### config.mk
export PLATFORM = sky130hd
export DESIGN_NAME = gpio_ctrl
export DESIGN_NICKNAME = d
export VERILOG_FILES = /design/src/rtl/gpio_ctrl_pkg.sv /design/src/rtl/gpio_insync.sv /design/src/rtl/gpio_ctrl.sv
export SDC_FILE = /design/constraint.sdc
export NUM_CORES = 1
export LEC_CHECK = 0
export BUFFER_PORTS_ARGS = -buffer_cell sky130_fd_sc_hd__buf_2
export CORE_MARGIN = 10
export CORE_UTILIZATION = 31
export CTS_BUF_LIST = sky130_fd_sc_hd__clkbuf_8
export DETAILED_ROUTE_END_ITERATION = 12
export MAX_ROUTING_LAYER = met4
export PLACE_DENSITY = 0.82
export SLEW_MARGIN = 0
export SYNTH_ARGS = -nofsm -noshare
export SYNTH_HDL_FRONTEND = slang
export SYNTH_HIERARCHICAL = 1
export SYNTH_SLANG_ARGS = --single-unit
### constraint.sdc
create_clock -name clk_i -period 1.5 [get_ports clk_i]
set_clock_uncertainty 0.1 [all_clocks]
set_input_delay 0.3 -clock clk_i [delete_from_list [all_inputs] [get_ports clk_i]]
set_output_delay 0.3 -clock clk_i [all_outputs]
set_load 0.01 [all_outputs]
### src/rtl/gpio_ctrl_pkg.sv
// Shared definitions for the GPIO peripheral: pi1 bus op codes, register
// offsets and the debounce prescaler sizing helper.
package gpio_ctrl_pkg;

    localparam logic [1:0] PINOOP = 2'b00;
    localparam logic [1:0] PIWROP = 2'b01;
    localparam logic [1:0] PIRDOP = 2'b10;
    localparam logic [1:0] PIRWOP = 2'b11;

    localparam logic [3:0] GPIO_REG_IN     = 4'd0;
    localparam logic [3:0] GPIO_REG_OUT    = 4'd1;
    localparam logic [3:0] GPIO_REG_DIR    = 4'd2;
    localparam logic [3:0] GPIO_REG_SET    = 4'd3;
    localparam logic [3:0] GPIO_REG_CLR    = 4'd4;
    localparam logic [3:0] GPIO_REG_TGL    = 4'd5;
    localparam logic [3:0] GPIO_REG_RISEEN = 4'd6;
    localparam logic [3:0] GPIO_REG_FALLEN = 4'd7;
    localparam logic [3:0] GPIO_REG_STATUS = 4'd8;

    localparam int GPIO_MAPSZ = 16;

    // A prescaler always needs at least one bit, even for a period of 1.
    function automatic int prescale_width(input int cycles);
        return (cycles > 1) ? $clog2(cycles) : 1;
    endfunction

endpackage

### src/rtl/gpio_insync.sv
// Pad input conditioning: a multi-flop synchroniser per pin followed by an
// optional debounce that shares one prescaler across all pins.
module gpio_insync
    import gpio_ctrl_pkg::*;
#(
    parameter int GPIO_COUNT     = 1,
    parameter int SYNCSTAGES     = 2,
    parameter int DEBOUNCECYCLES = 0
) (
    input  logic                  clk,
    input  logic                  rst_n,
    input  logic [GPIO_COUNT-1:0] raw,
    output logic [GPIO_COUNT-1:0] in_val
);

    logic [SYNCSTAGES-1:0][GPIO_COUNT-1:0] sync_reg;
    logic [GPIO_COUNT-1:0]                 synced;

    always_ff @(posedge clk or negedge rst_n) begin
        if (!rst_n) begin
            sync_reg <= '0;
        end else begin
            sync_reg <= {sync_reg[SYNCSTAGES-2:0], raw};
        end
    end

    assign synced = sync_reg[SYNCSTAGES-1];

    generate
        if (DEBOUNCECYCLES == 0) begin : g_nodb
            assign in_val = synced;
        end else begin : g_db
            localparam int PW = prescale_width(DEBOUNCECYCLES);

            logic [PW-1:0]         presc_reg;
            logic [GPIO_COUNT-1:0] sample_reg;
            logic [GPIO_COUNT-1:0] in_reg;
            logic [GPIO_COUNT-1:0] agree;
            logic                  tick;

            assign tick  = (presc_reg == PW'(DEBOUNCECYCLES - 1));
            // A bit is accepted only when this tick's sample matches the previous one.
            assign agree = ~(sample_reg ^ synced);

            always_ff @(posedge clk or negedge rst_n) begin
                if (!rst_n) begin
                    presc_reg  <= '0;
                    sample_reg <= '0;
                    in_reg     <= '0;
                end else begin
                    presc_reg <= tick ? '0 : presc_reg + PW'(1);
                    if (tick) begin
                        sample_reg <= synced;
                        in_reg     <= (in_reg & ~agree) | (synced & agree);
                    end
                end
            end

            assign in_val = in_reg;
        end
    endgenerate

endmodule

### src/rtl/gpio_ctrl.sv
// GPIO peripheral on the pi1 bus: direction/output registers with atomic
// set/clear/toggle, conditioned inputs and W1C edge interrupt status.
module gpio_ctrl
    import gpio_ctrl_pkg::*;
#(
    parameter int  ARCHBITSZ      = 32,
    parameter int  GPIO_COUNT     = 1,
    parameter int  SYNCSTAGES     = 2,
    parameter int  DEBOUNCECYCLES = 0,
    localparam int ADDRBITSZ      = ARCHBITSZ - $clog2(ARCHBITSZ / 8)
) (
    input  logic                   clk_i,
    input  logic                   rst_i,
    input  logic [1:0]             pi1_op_i,
    input  logic [ADDRBITSZ-1:0]   pi1_addr_i,
    input  logic [ARCHBITSZ-1:0]   pi1_data_i,
    output logic [ARCHBITSZ-1:0]   pi1_data_o,
    input  logic [ARCHBITSZ/8-1:0] pi1_sel_i,
    output logic                   pi1_rdy_o,
    output logic [ADDRBITSZ-1:0]   pi1_mapsz_o,
    input  logic [GPIO_COUNT-1:0]  gp_i,
    output logic [GPIO_COUNT-1:0]  gp_o,
    output logic [GPIO_COUNT-1:0]  gp_oe_o,
    output logic                   irq_o
);

    localparam int NBYTES = ARCHBITSZ / 8;

    logic [ARCHBITSZ-1:0]  byte_mask;
    logic [ARCHBITSZ-1:0]  rd_val;
    logic [GPIO_COUNT-1:0] reg_val;
    logic [GPIO_COUNT-1:0] wr_be, wr_mask;
    logic [GPIO_COUNT-1:0] in_val, prev_in_reg;
    logic [GPIO_COUNT-1:0] out_reg, dir_reg, rise_en_reg, fall_en_reg, status_reg;
    logic [GPIO_COUNT-1:0] status_set, status_clr;
    logic [ARCHBITSZ-1:0]  data_reg;
    logic                  irq_reg;
    logic [3:0]            reg_sel;
    logic                  do_wr, do_rd;
    logic                  unused_bits;

    genvar gi;
    generate
        for (gi = 0; gi < NBYTES; gi++) begin : g_be
            assign byte_mask[gi*8 +: 8] = {8{pi1_sel_i[gi]}};
        end
    endgenerate

    assign reg_sel     = pi1_addr_i[3:0];
    assign do_wr       = (pi1_op_i == PIWROP) || (pi1_op_i == PIRWOP);
    assign do_rd       = (pi1_op_i == PIRDOP) || (pi1_op_i == PIRWOP);
    assign wr_be       = byte_mask[GPIO_COUNT-1:0];
    assign wr_mask     = pi1_data_i[GPIO_COUNT-1:0] & wr_be;
    assign unused_bits = ^{pi1_addr_i, pi1_data_i, byte_mask};

    gpio_insync #(
        .GPIO_COUNT    (GPIO_COUNT),
        .SYNCSTAGES    (SYNCSTAGES),
        .DEBOUNCECYCLES(DEBOUNCECYCLES)
    ) u_insync (
        .clk   (clk_i),
        .rst_n (rst_i),
        .raw   (gp_i),
        .in_val(in_val)
    );

    // Edges are taken on the conditioned input regardless of DIR, so driven pins loop back.
    assign status_set = (in_val & ~prev_in_reg & rise_en_reg) | (~in_val & prev_in_reg & fall_en_reg);
    assign status_clr = (do_wr && reg_sel == GPIO_REG_STATUS) ? wr_mask : '0;

    always_comb begin
        reg_val = '0;
        case (reg_sel)
            GPIO_REG_IN:     reg_val = in_val;
            GPIO_REG_OUT:    reg_val = out_reg;
            GPIO_REG_DIR:    reg_val = dir_reg;
            GPIO_REG_RISEEN: reg_val = rise_en_reg;
            GPIO_REG_FALLEN: reg_val = fall_en_reg;
            GPIO_REG_STATUS: reg_val = status_reg;
            default:         reg_val = '0;
        endcase
        rd_val = '0;
        rd_val[GPIO_COUNT-1:0] = reg_val;
    end

    always_ff @(posedge clk_i or negedge rst_i) begin
        if (!rst_i) begin
            out_reg     <= '0;
            dir_reg     <= '0;
            rise_en_reg <= '0;
            fall_en_reg <= '0;
            status_reg  <= '0;
            prev_in_reg <= '0;
            data_reg    <= '0;
            irq_reg     <= 1'b0;
        end else begin
            prev_in_reg <= in_val;
            irq_reg     <= |status_reg;
            // Set after clear so a new edge beats a simultaneous W1C.
            status_reg  <= (status_reg & ~status_clr) | status_set;
            if (do_rd) begin
                data_reg <= rd_val;
            end
            if (do_wr) begin
                case (reg_sel)
                    GPIO_REG_OUT:    out_reg     <= (out_reg & ~wr_be) | wr_mask;
                    GPIO_REG_DIR:    dir_reg     <= (dir_reg & ~wr_be) | wr_mask;
                    GPIO_REG_SET:    out_reg     <= out_reg | wr_mask;
                    GPIO_REG_CLR:    out_reg     <= out_reg & ~wr_mask;
                    GPIO_REG_TGL:    out_reg     <= out_reg ^ wr_mask;
                    GPIO_REG_RISEEN: rise_en_reg <= (rise_en_reg & ~wr_be) | wr_mask;
                    GPIO_REG_FALLEN: fall_en_reg <= (fall_en_reg & ~wr_be) | wr_mask;
                    default: ;
                endcase
            end
        end
    end

    assign pi1_data_o  = data_reg;
    assign pi1_rdy_o   = 1'b1;
    assign pi1_mapsz_o = ADDRBITSZ'(GPIO_MAPSZ);
    assign gp_o        = out_reg;
    assign gp_oe_o     = dir_reg;
    assign irq_o       = irq_reg;

endmodule

==> results of run 1 <==
layout by cell type, fill, tap and decap left out, types with 3 or more instances in the layout:
cell	n
conb_1	62
buf_2	14
dfrtp_1	10
nand2b_1	5
nand2_1	3
nand3b_1	3
nor2_1	3
nand3_1	3
mux2_1	3
a21oi_1	3
clkbuf_8	3
kinds of logic (layout without fill, tap and decap cells):
family,Yosys count,count (layout),synth area share
flops,10,10,0.257
buf+inv,63,19,0.486
simple gates,20,20,0.121
fa+ha+maj,1,1,0.0129
compound gates,10,10,0.0695
mux,4,4,0.0450
other cells,2,62,0.00772
Yosys cell counts (all sizes together), types with 2 or more instances:
library cell / count
nand3: 3
conb: 2
buf: 63
nand3b: 3
nor2: 3
a21oi: 3
mux2: 3
nand2b: 5
dfrtp: 10
o21ai: 2
nand2: 3
report_power, final:
part / switching [W] / internal, W / total, W
clock network: 0.0000991 / 0.000175 / 0.000274
logic: 0.000141 / 0.0000633 / 0.000204
registers: 0.0000265 / 0.000307 / 0.000333
routing by layer:
layer	track usage	up-vias	share of wire
met4	0.0341	0	0.019
li1	-	270	-
met1	0.0639	269	0.39
met3	0.0472	4	0.14
met2	0.0952	53	0.45
met5	-	-	0
path summary, 6_finish.rpt:
check / startpoint / cells past startpoint / endpoint
max: gp_o / 5 / gp_o
min: gp_i / 1 / u_insync/sync_reg[0]
min in group asynchronous: rst_i / 2 / prev_in_reg
min reg2reg: u_insync/sync_reg[0] / 0 / u_insync/in_val
max in group asynchronous: rst_i / 2 / asynchronous set/reset pin
max reg2reg: gp_o / 5 / gp_o
cell type report:
cell class,instances,area share
clock buffers,3,0.0455
multi-input cells,97,0.522
flip-flops and latches,10,0.275
well taps,44,0.0606
repair buffers,16,0.0964
what timing repair did:
| action | CTS | global route |
|---|---|---|
| setup endpoints to repair | 0 | 0 |
| endpoints found under the hold margin | 10 | 0 |
| hold buffers | 1 | 0 |
per-stage QoR:
stage               hold slack [ns]  total power, W   util  cell area [µm²]
floorplan                   -0.0956        0.000588      -             1200
global placement             0.0715        0.000527  0.283              857
detailed placement           0.0761        0.000532  0.283              857
CTS                          0.0605        0.000820  0.300              908
global route                 0.0674        0.000867  0.300              908
finish                       0.0694        0.000812  0.300              908
==> metrics.md, run 1 <==
| Metric | Value |
|---|---|
| Largest net degree at the start of global routing | 11 |
| Post-synth EDFFs | 0 |
| Num CTS Buffers | 3 |
| Port Buf Inserts | 14 |
| Syn Area/Cell | 8.84 µm² |
| Core ar. | 3030 µm² |
| Setup bufs post-CTS | 0 |
| # clock sinks | 10 |
| Final Non-Filler Cells | 170 |
| GPL Wtd Cong | 0.757 |
| CTS tree | built |
| Worst-path clk slew | 0.05 ns |
| Yosys top cell area share | 0.486 |
| Grt ovf | 0 |
| Initial drt markers | 10 |
| CP Max Fanout | 4 |
| Dpl ws | 0.0307 ns |
| Syn Std Cell Area | 972 µm² |
| Critical Path End Type | register |
| Hold Crit Class | input port to register |
| GRT Total Usage | 0.0656 |
| Drt wl/cell | 11.8 µm |
| Post-layout net count | 200 |
| FF/Latch Area | 250 µm² |
| DRC | 0 |
| CTS root buf | clkbuf_8 |
| Die area | 5780 µm² |
| Cell Chain, Critical Path | ha_1 > nand2b_1 > a21oi_1 > a21oi_1 > o21ai_1 |
| Fmax | 0.759 GHz |
| Initial antenna violation count | 0 |
| Top cells by area, synth | buf_4 (49%), dfrtp_1 (26%), mux2_1 (3.5%) |
| Status | finished clean |
| Die H | 76 µm |
| Total routed wirelength | 2010 µm |
| CP Class | register to register |
| Routed vias/inst | 3.51 |
| Final setup vio count | 0 |
| CP bufs+invs | 0 |
| Leak | 0.479 nW |
| Area of the multi-input gates | 474 µm² |
| Synth unique cells | 22 |
| Critical path's top delay family | flip-flops |
| CP Data Arrival Time | 1.38 ns |
| Primary FF master, synth | dfrtp_1 |
| Syn-to-layout area delta | -6.56% |
| Worst EP required | 1.56 ns |
| DR vias | 596 |
| Final worst path period share | 0.878 |
| Inst Count DP | 166 |
| Starting Density | 0.321 |
| Tmin final | 1.32 ns |
| # H-tree levels | 1 |
| Crit path largest cell delay | 0.41 ns |
| Clk buf depth | 2 |
| Crit-path slowest cell | dfrtp_1 |
| Post-synth ARST share | 1.00 |
| TNS Setup | 0 ns |
| N_diodes | 0 |
| Worst R2R Setup Slack | 0.18 ns |
| Fin. Hold Viols | 0 |
| Synthesis-stage register bit count | 10 |
| Seq/Total Area, Yosys | 0.257 |
| Worst skew pair latency | 0.23 ns |
| Max Cap Violations | 0 |
| Max Transition Viols Final | 0 |
| Number of gates resized after CTS | 0 |
| Final ANT Viol Nets | 0 |
| Row count | 20 |
| Area leader, netlist | buf_4 |
| Vias in the first global route | 644 |
| Yosys warns | 6 |
| Worst setup SP type | register |
| VDD IR max | 0.532 mV |
| First-pass GRT wire length | 3040 µm |
| Setup ws final | 0.183 ns |
| Post-DP HPWL | 1730 µm |
| Filler Cells Inserted | 352 |
| RSZ-0062 raised after global routing | no |
| PD cells | 894 nW/µm² |
| # IOs | 137 |
| Gate Count Post-Synth | 110 |
| Layout cells sized above 1 | 0.151 |
| Crit path top cell by count | a21oi_1 |
| Die Wd | 76 µm |
| DR pass1 iterations | 4 |
Power figures use the tool's default switching activity.
==> inputs of run 2 (changes only) <==
--- a/config.mk
+++ b/config.mk
@@ -12,7 +12,8 @@
 export DETAILED_ROUTE_END_ITERATION = 12
 export MAX_ROUTING_LAYER = met4
 export PLACE_DENSITY = 0.82
-export SLEW_MARGIN = 0
+export RECOVER_POWER = 50
+export SLEW_MARGIN = 5
 export SYNTH_ARGS = -nofsm -noshare
 export SYNTH_HDL_FRONTEND = slang
 export SYNTH_HIERARCHICAL = 1
==> run 2 against run 1 <==
- sequential power is essentially flat
- fmax is essentially flat
- power grew 0.15%
- die area is the same
- combinational power is essentially flat
- clock power is essentially flat
- final cell count is the same
- hold slack lost 0.0011 ns
- critical path type unchanged
- critical endpoint unchanged
- largest power group unchanged
- highest routed layer unchanged
==> metrics.md, run 2 (synthesized netlist as in run 1, its figures left out) <==
| Metric | Value |
|---|---|
| Syn-to-layout area delta | -6.69% |
| Fmax | 0.759 GHz |
| Crit path largest cell delay | 0.41 ns |
| CP Class | register to register |
| Initial antenna violation count | 0 |
| Initial drt markers | 13 |
| Fin. Hold Viols | 0 |
| DRC | 0 |
| Post-layout net count | 200 |
| Final worst path period share | 0.878 |
| DR pass1 iterations | 4 |
| Final setup vio count | 0 |
| Crit-path slowest cell | dfrtp_1 |
| Port Buf Inserts | 14 |
| Worst EP required | 1.56 ns |
| Die Wd | 76 µm |
| DR vias | 597 |
| Worst setup SP type | register |
| Min Hold Slack | 0.0683 ns |
| Hold Crit Class | input port to register |
| Fin util | 0.300 |
| Total routed wirelength | 2020 µm |
| Starting Density | 0.321 |
| Grt ovf | 0 |
| GRT Total Usage | 0.0656 |
| First-pass GRT wire length | 3040 µm |
| CP Max Fanout | 4 |
| Finished layout cell area | 907 µm² |
| Commonest non-fill, non-tap cell in the layout | conb_1 |
| Worst-path clk slew | 0.05 ns |
| Die H | 76 µm |
| N_diodes | 0 |
| Num CTS Buffers | 3 |
| Layout cells sized above 1 | 0.143 |
| Filler Cells Inserted | 353 |
| Worst skew pair latency | 0.23 ns |
| Drt wl/cell | 11.9 µm |
| Routed vias/inst | 3.51 |
| # H-tree levels | 1 |
| Max Cap Violations | 0 |
| Cts hold-fix bufs | 1 |
| Vias in the first global route | 644 |
| Slew headroom | 0.632 |
| GPL Wtd Cong | 0.757 |
| CTS root buf | clkbuf_8 |
| CP Data Arrival Time | 1.38 ns |
| Number of gates resized after CTS | 0 |
| Post-DP HPWL | 1730 µm |
| Clk buf depth | 2 |
| CTS tree | built |
| Die area | 5780 µm² |
| # IOs | 137 |
| Largest net degree at the start of global routing | 11 |
| Measured slew at the worst slew-check pin | 0.552 ns |
| Max Transition Viols Final | 0 |
| TNS Setup | 0 ns |
| Setup bufs post-CTS | 0 |
| RSZ-0062 raised after global routing | no |
| Critical Path End Type | register |
| Final ANT Viol Nets | 0 |
| PD cells | 896 nW/µm² |
| Cell Chain, Critical Path | ha_1 > nand2b_1 > a21oi_1 > a21oi_1 > o21ai_1 |
| Status | finished clean |
| Crit path top cell by count | a21oi_1 |
| Row count | 20 |
| VDD IR max | 0.537 mV |
| Most frequent cells in the layout | conb_1 (62), buf_2 (13), dfrtp_1 (10) |
| DP Area | 857 µm² |
| Tmin final | 1.32 ns |
| Core ar. | 3030 µm² |
| Leak | 0.476 nW |
| # clock sinks | 10 |
run 2: cell count changes in the layout (fill, tap and decap cells not counted):
cell	previous run	this run
buf_2	14	13
clkbuf_1	0	1
run 2: worst max-delay path, delay by kind of cell, from the launching register on:
kind / cells / cell delay, ns
flops: 1 / 0.41
fa+ha+maj: 1 / 0.29
compound gates: 3 / 0.31
simple gates: 1 / 0.14
run 2: report_power, final:
part,leakage (nW),total (W),switching [W],internal (W)
Sequential,0.117,0.000333,0.0000265,0.000307
Clock,0.0216,0.000276,0.000100,0.000175
Combinational,0.338,0.000204,0.000141,0.0000629
run 2: metal layers:
metal / wire length [µm] / track usage
met5: 0 / -
met4: 39 / 0.0341
met3: 288 / 0.0472
met2: 902 / 0.0952
met1: 785 / 0.0639
run 2: through the flow:
step                      total power, W  setup slack, ns  std cells
after floorplan                 0.000588            0.214        170
after global placement          0.000527           0.0655        166
after detailed placement        0.000532           0.0307        166
after CTS                       0.000820            0.175        170
after global routing            0.000867            0.101        170
final                           0.000813            0.183        170
run 2: path summary, 6_finish.rpt:
kind / from / to / slack [ns] / cells past startpoint
setup reg to reg: gp_o / gp_o / 0.18 / 5
max in group asynchronous: rst_i / asynchronous set/reset pin / 0.46 / 2
hold / removal: gp_i / u_insync/sync_reg[0] / 0.07 / 1
min in group asynchronous: rst_i / pi1_data_o[0] / 0.48 / 2
hold reg to reg: u_insync/sync_reg[0] / u_insync/in_val / 0.25 / 0
setup / recovery: gp_o / gp_o / 0.18 / 5
run 2: layout make-up:
class | count | area [µm²] | share of cell area
repair buffers | 16 | 86.3 | 0.0952
flip-flops and latches | 10 | 250 | 0.276
clock buffers | 3 | 41.3 | 0.0455
well taps | 44 | 55.1 | 0.0607
multi-input cells | 97 | 474 | 0.523
==> inputs of run 3 (changes only) <==
--- a/config.mk
+++ b/config.mk
@@ -6,6 +6,7 @@
 export NUM_CORES = 1
 export LEC_CHECK = 0
 export BUFFER_PORTS_ARGS = -buffer_cell sky130_fd_sc_hd__buf_2
+export CORE_ASPECT_RATIO = 1.2
 export CORE_MARGIN = 10
 export CORE_UTILIZATION = 31
 export CTS_BUF_LIST = sky130_fd_sc_hd__clkbuf_8
==> run 3 against run 2 <==
- power grew 8.3%
- final cell count shrank 4.1%
- register-to-register slack lost 0.03 ns
- global-route usage shrank 0.47 points
- routed wire length shrank 2.8%
- clock power grew 24%
- via count shrank 0.17%
==> metrics.md, run 3 (synthesized netlist as in run 1, its figures left out) <==
| Metric | Value |
|---|---|
| Clk buf depth | 2 |
| Row count | 22 |
| RSZ-0062 raised after global routing | no |
| GPL Wtd Cong | 0.805 |
| PD cells | 966 nW/µm² |
| Internal | 0.000600 W |
| Fin. Hold Viols | 0 |
| Final worst path period share | 0.897 |
| TNS Setup | 0 ns |
| Register-to-Register Path Depth | 5 |
| Final ANT Viol Nets | 0 |
| Min Hold Slack | 0.0653 ns |
| Most frequent cells in the layout | conb_1 (62), buf_2 (13), dfrtp_1 (10) |
| Core ar. | 3030 µm² |
| Measured slew at the worst slew-check pin | 0.561 ns |
| Comb pwr share | 0.232 |
| Status | finished clean |
| DRC | 0 |
| Num CTS Buffers | 3 |
| Crit-path slowest cell | dfrtp_1 |
| N_diodes | 0 |
| CP Data Arrival Time | 1.41 ns |
| Worst EP required | 1.56 ns |
| VDD IR max | 0.515 mV |
| Vias in the first global route | 641 |
| Tmin final | 1.35 ns |
| Drt wl/cell | 12.0 µm |
| Worst-path clk slew | 0.05 ns |
| Die Wd | 71.1 µm |
| Critical Path End Type | register |
| Fmax | 0.743 GHz |
| Layout cells sized above 1 | 0.150 |
| Max Cap Violations | 0 |
| Routed vias/inst | 3.66 |
| Port Buf Inserts | 14 |
| Commonest non-fill, non-tap cell in the layout | conb_1 |
| CTS tree | built |
| Leak | 0.484 nW |
| DR vias | 596 |
| CTS root buf | clkbuf_8 |
| # IOs | 137 |
| Initial antenna violation count | 0 |
| Hold depth | 1 |
| Syn-to-layout area delta | -6.31% |
| Crit path top cell by count | a21oi_1 |
| Clock share of power | 0.390 |
| # H-tree levels | 1 |
| First-pass GRT wire length | 2860 µm |
| Die area | 5790 µm² |
| Worst path depth | 5 |
| Slew headroom | 0.626 |
| Cell Chain, Critical Path | ha_1 > nand2b_1 > a21oi_1 > a21oi_1 > o21ai_1 |
| Switching share of power | 0.318 |
| Largest net degree at the start of global routing | 11 |
| Worst skew pair latency | 0.24 ns |
| Filler Cells Inserted | 324 |
| GRT Total Usage | 0.0609 |
| Max Transition Viols Final | 0 |
| Die H | 81.3 µm |
| CP bufs+invs | 0 |
| Crit path largest cell delay | 0.41 ns |
| Setup bufs post-CTS | 0 |
| Initial drt markers | 11 |
| CP Class | register to register |
| Sequential Power Share | 0.378 |
| Critical path's top delay family | flip-flops |
| Worst setup SP type | register |
| # clock sinks | 10 |
| DR pass1 iterations | 4 |
| Hold Crit Class | input port to register |
| Starting Density | 0.321 |
| Post-layout net count | 200 |
| Total routed wirelength | 1960 µm |
| Sw Pwr | 0.000280 W |
| Grt ovf | 0 |
| CP Max Fanout | 4 |
| Final setup vio count | 0 |
| Post-DP HPWL | 1740 µm |
-- run 3: cell count changes in the layout (fill, tap and decap cells not counted), sizes merged --
cell,before,now
clkbuf,4,5
-- run 3: routing by layer --
layer	track usage	wire length [µm]	up-vias
met3	0.0439	280	2
met1	0.0692	836	269
met4	0.0116	17	0
li1	-	-	270
met2	0.0856	825	55
met5	-	0	-
-- run 3: path summary, 6_finish.rpt --
check                                          start              endpoint  slack, ns
worst max register to register                  gp_o                  gp_o       0.15
worst max-delay path                            gp_o                  gp_o       0.15
worst min register to register  u_insync/sync_reg[0]       u_insync/in_val       0.24
worst min-delay path                            gp_i  u_insync/sync_reg[0]       0.07
min in group asynchronous                      rst_i         pi1_data_o[0]       0.47
max in group asynchronous                      rst_i                 irq_o       0.46
-- run 3: cell type report --
class	instances	area, µm²	area share
well taps	36	45.0	0.0495
multi-input cells	97	474	0.521
flip-flops and latches	10	250	0.275
repair buffers	16	86.3	0.0948
clock buffers	4	55.1	0.0604
-- run 3: power groups by stage --
stage	Sequential (W)	Clock, W	Combinational [W]
after global routing	0.000337	0.000370	0.000228
after floorplan	0.000340	0	0.000248
final	0.000333	0.000343	0.000204
after global placement	0.000336	0	0.000191
after CTS	0.000333	0.000351	0.000198
after detailed placement	0.000338	0	0.000195
-- run 3: stage by stage --
stage / setup WS (ns) / cells / power (W) / instance area, µm² / util
floorplan: 0.214 / 170 / 0.000588 / 1200 / -
detailed placement: 0.0776 / 158 / 0.000532 / 847 / 0.280
global route: 0.0786 / 163 / 0.000935 / 911 / 0.301
CTS: 0.152 / 163 / 0.000881 / 912 / 0.301
finish: 0.155 / 163 / 0.000880 / 911 / 0.301
global placement: 0.0823 / 158 / 0.000527 / 847 / 0.280
-- run 3: repair_timing --
item | CTS | global route
resized for setup | 0 | 0
endpoints found under the hold margin | 10 | 0
hold buffers | 1 | 0
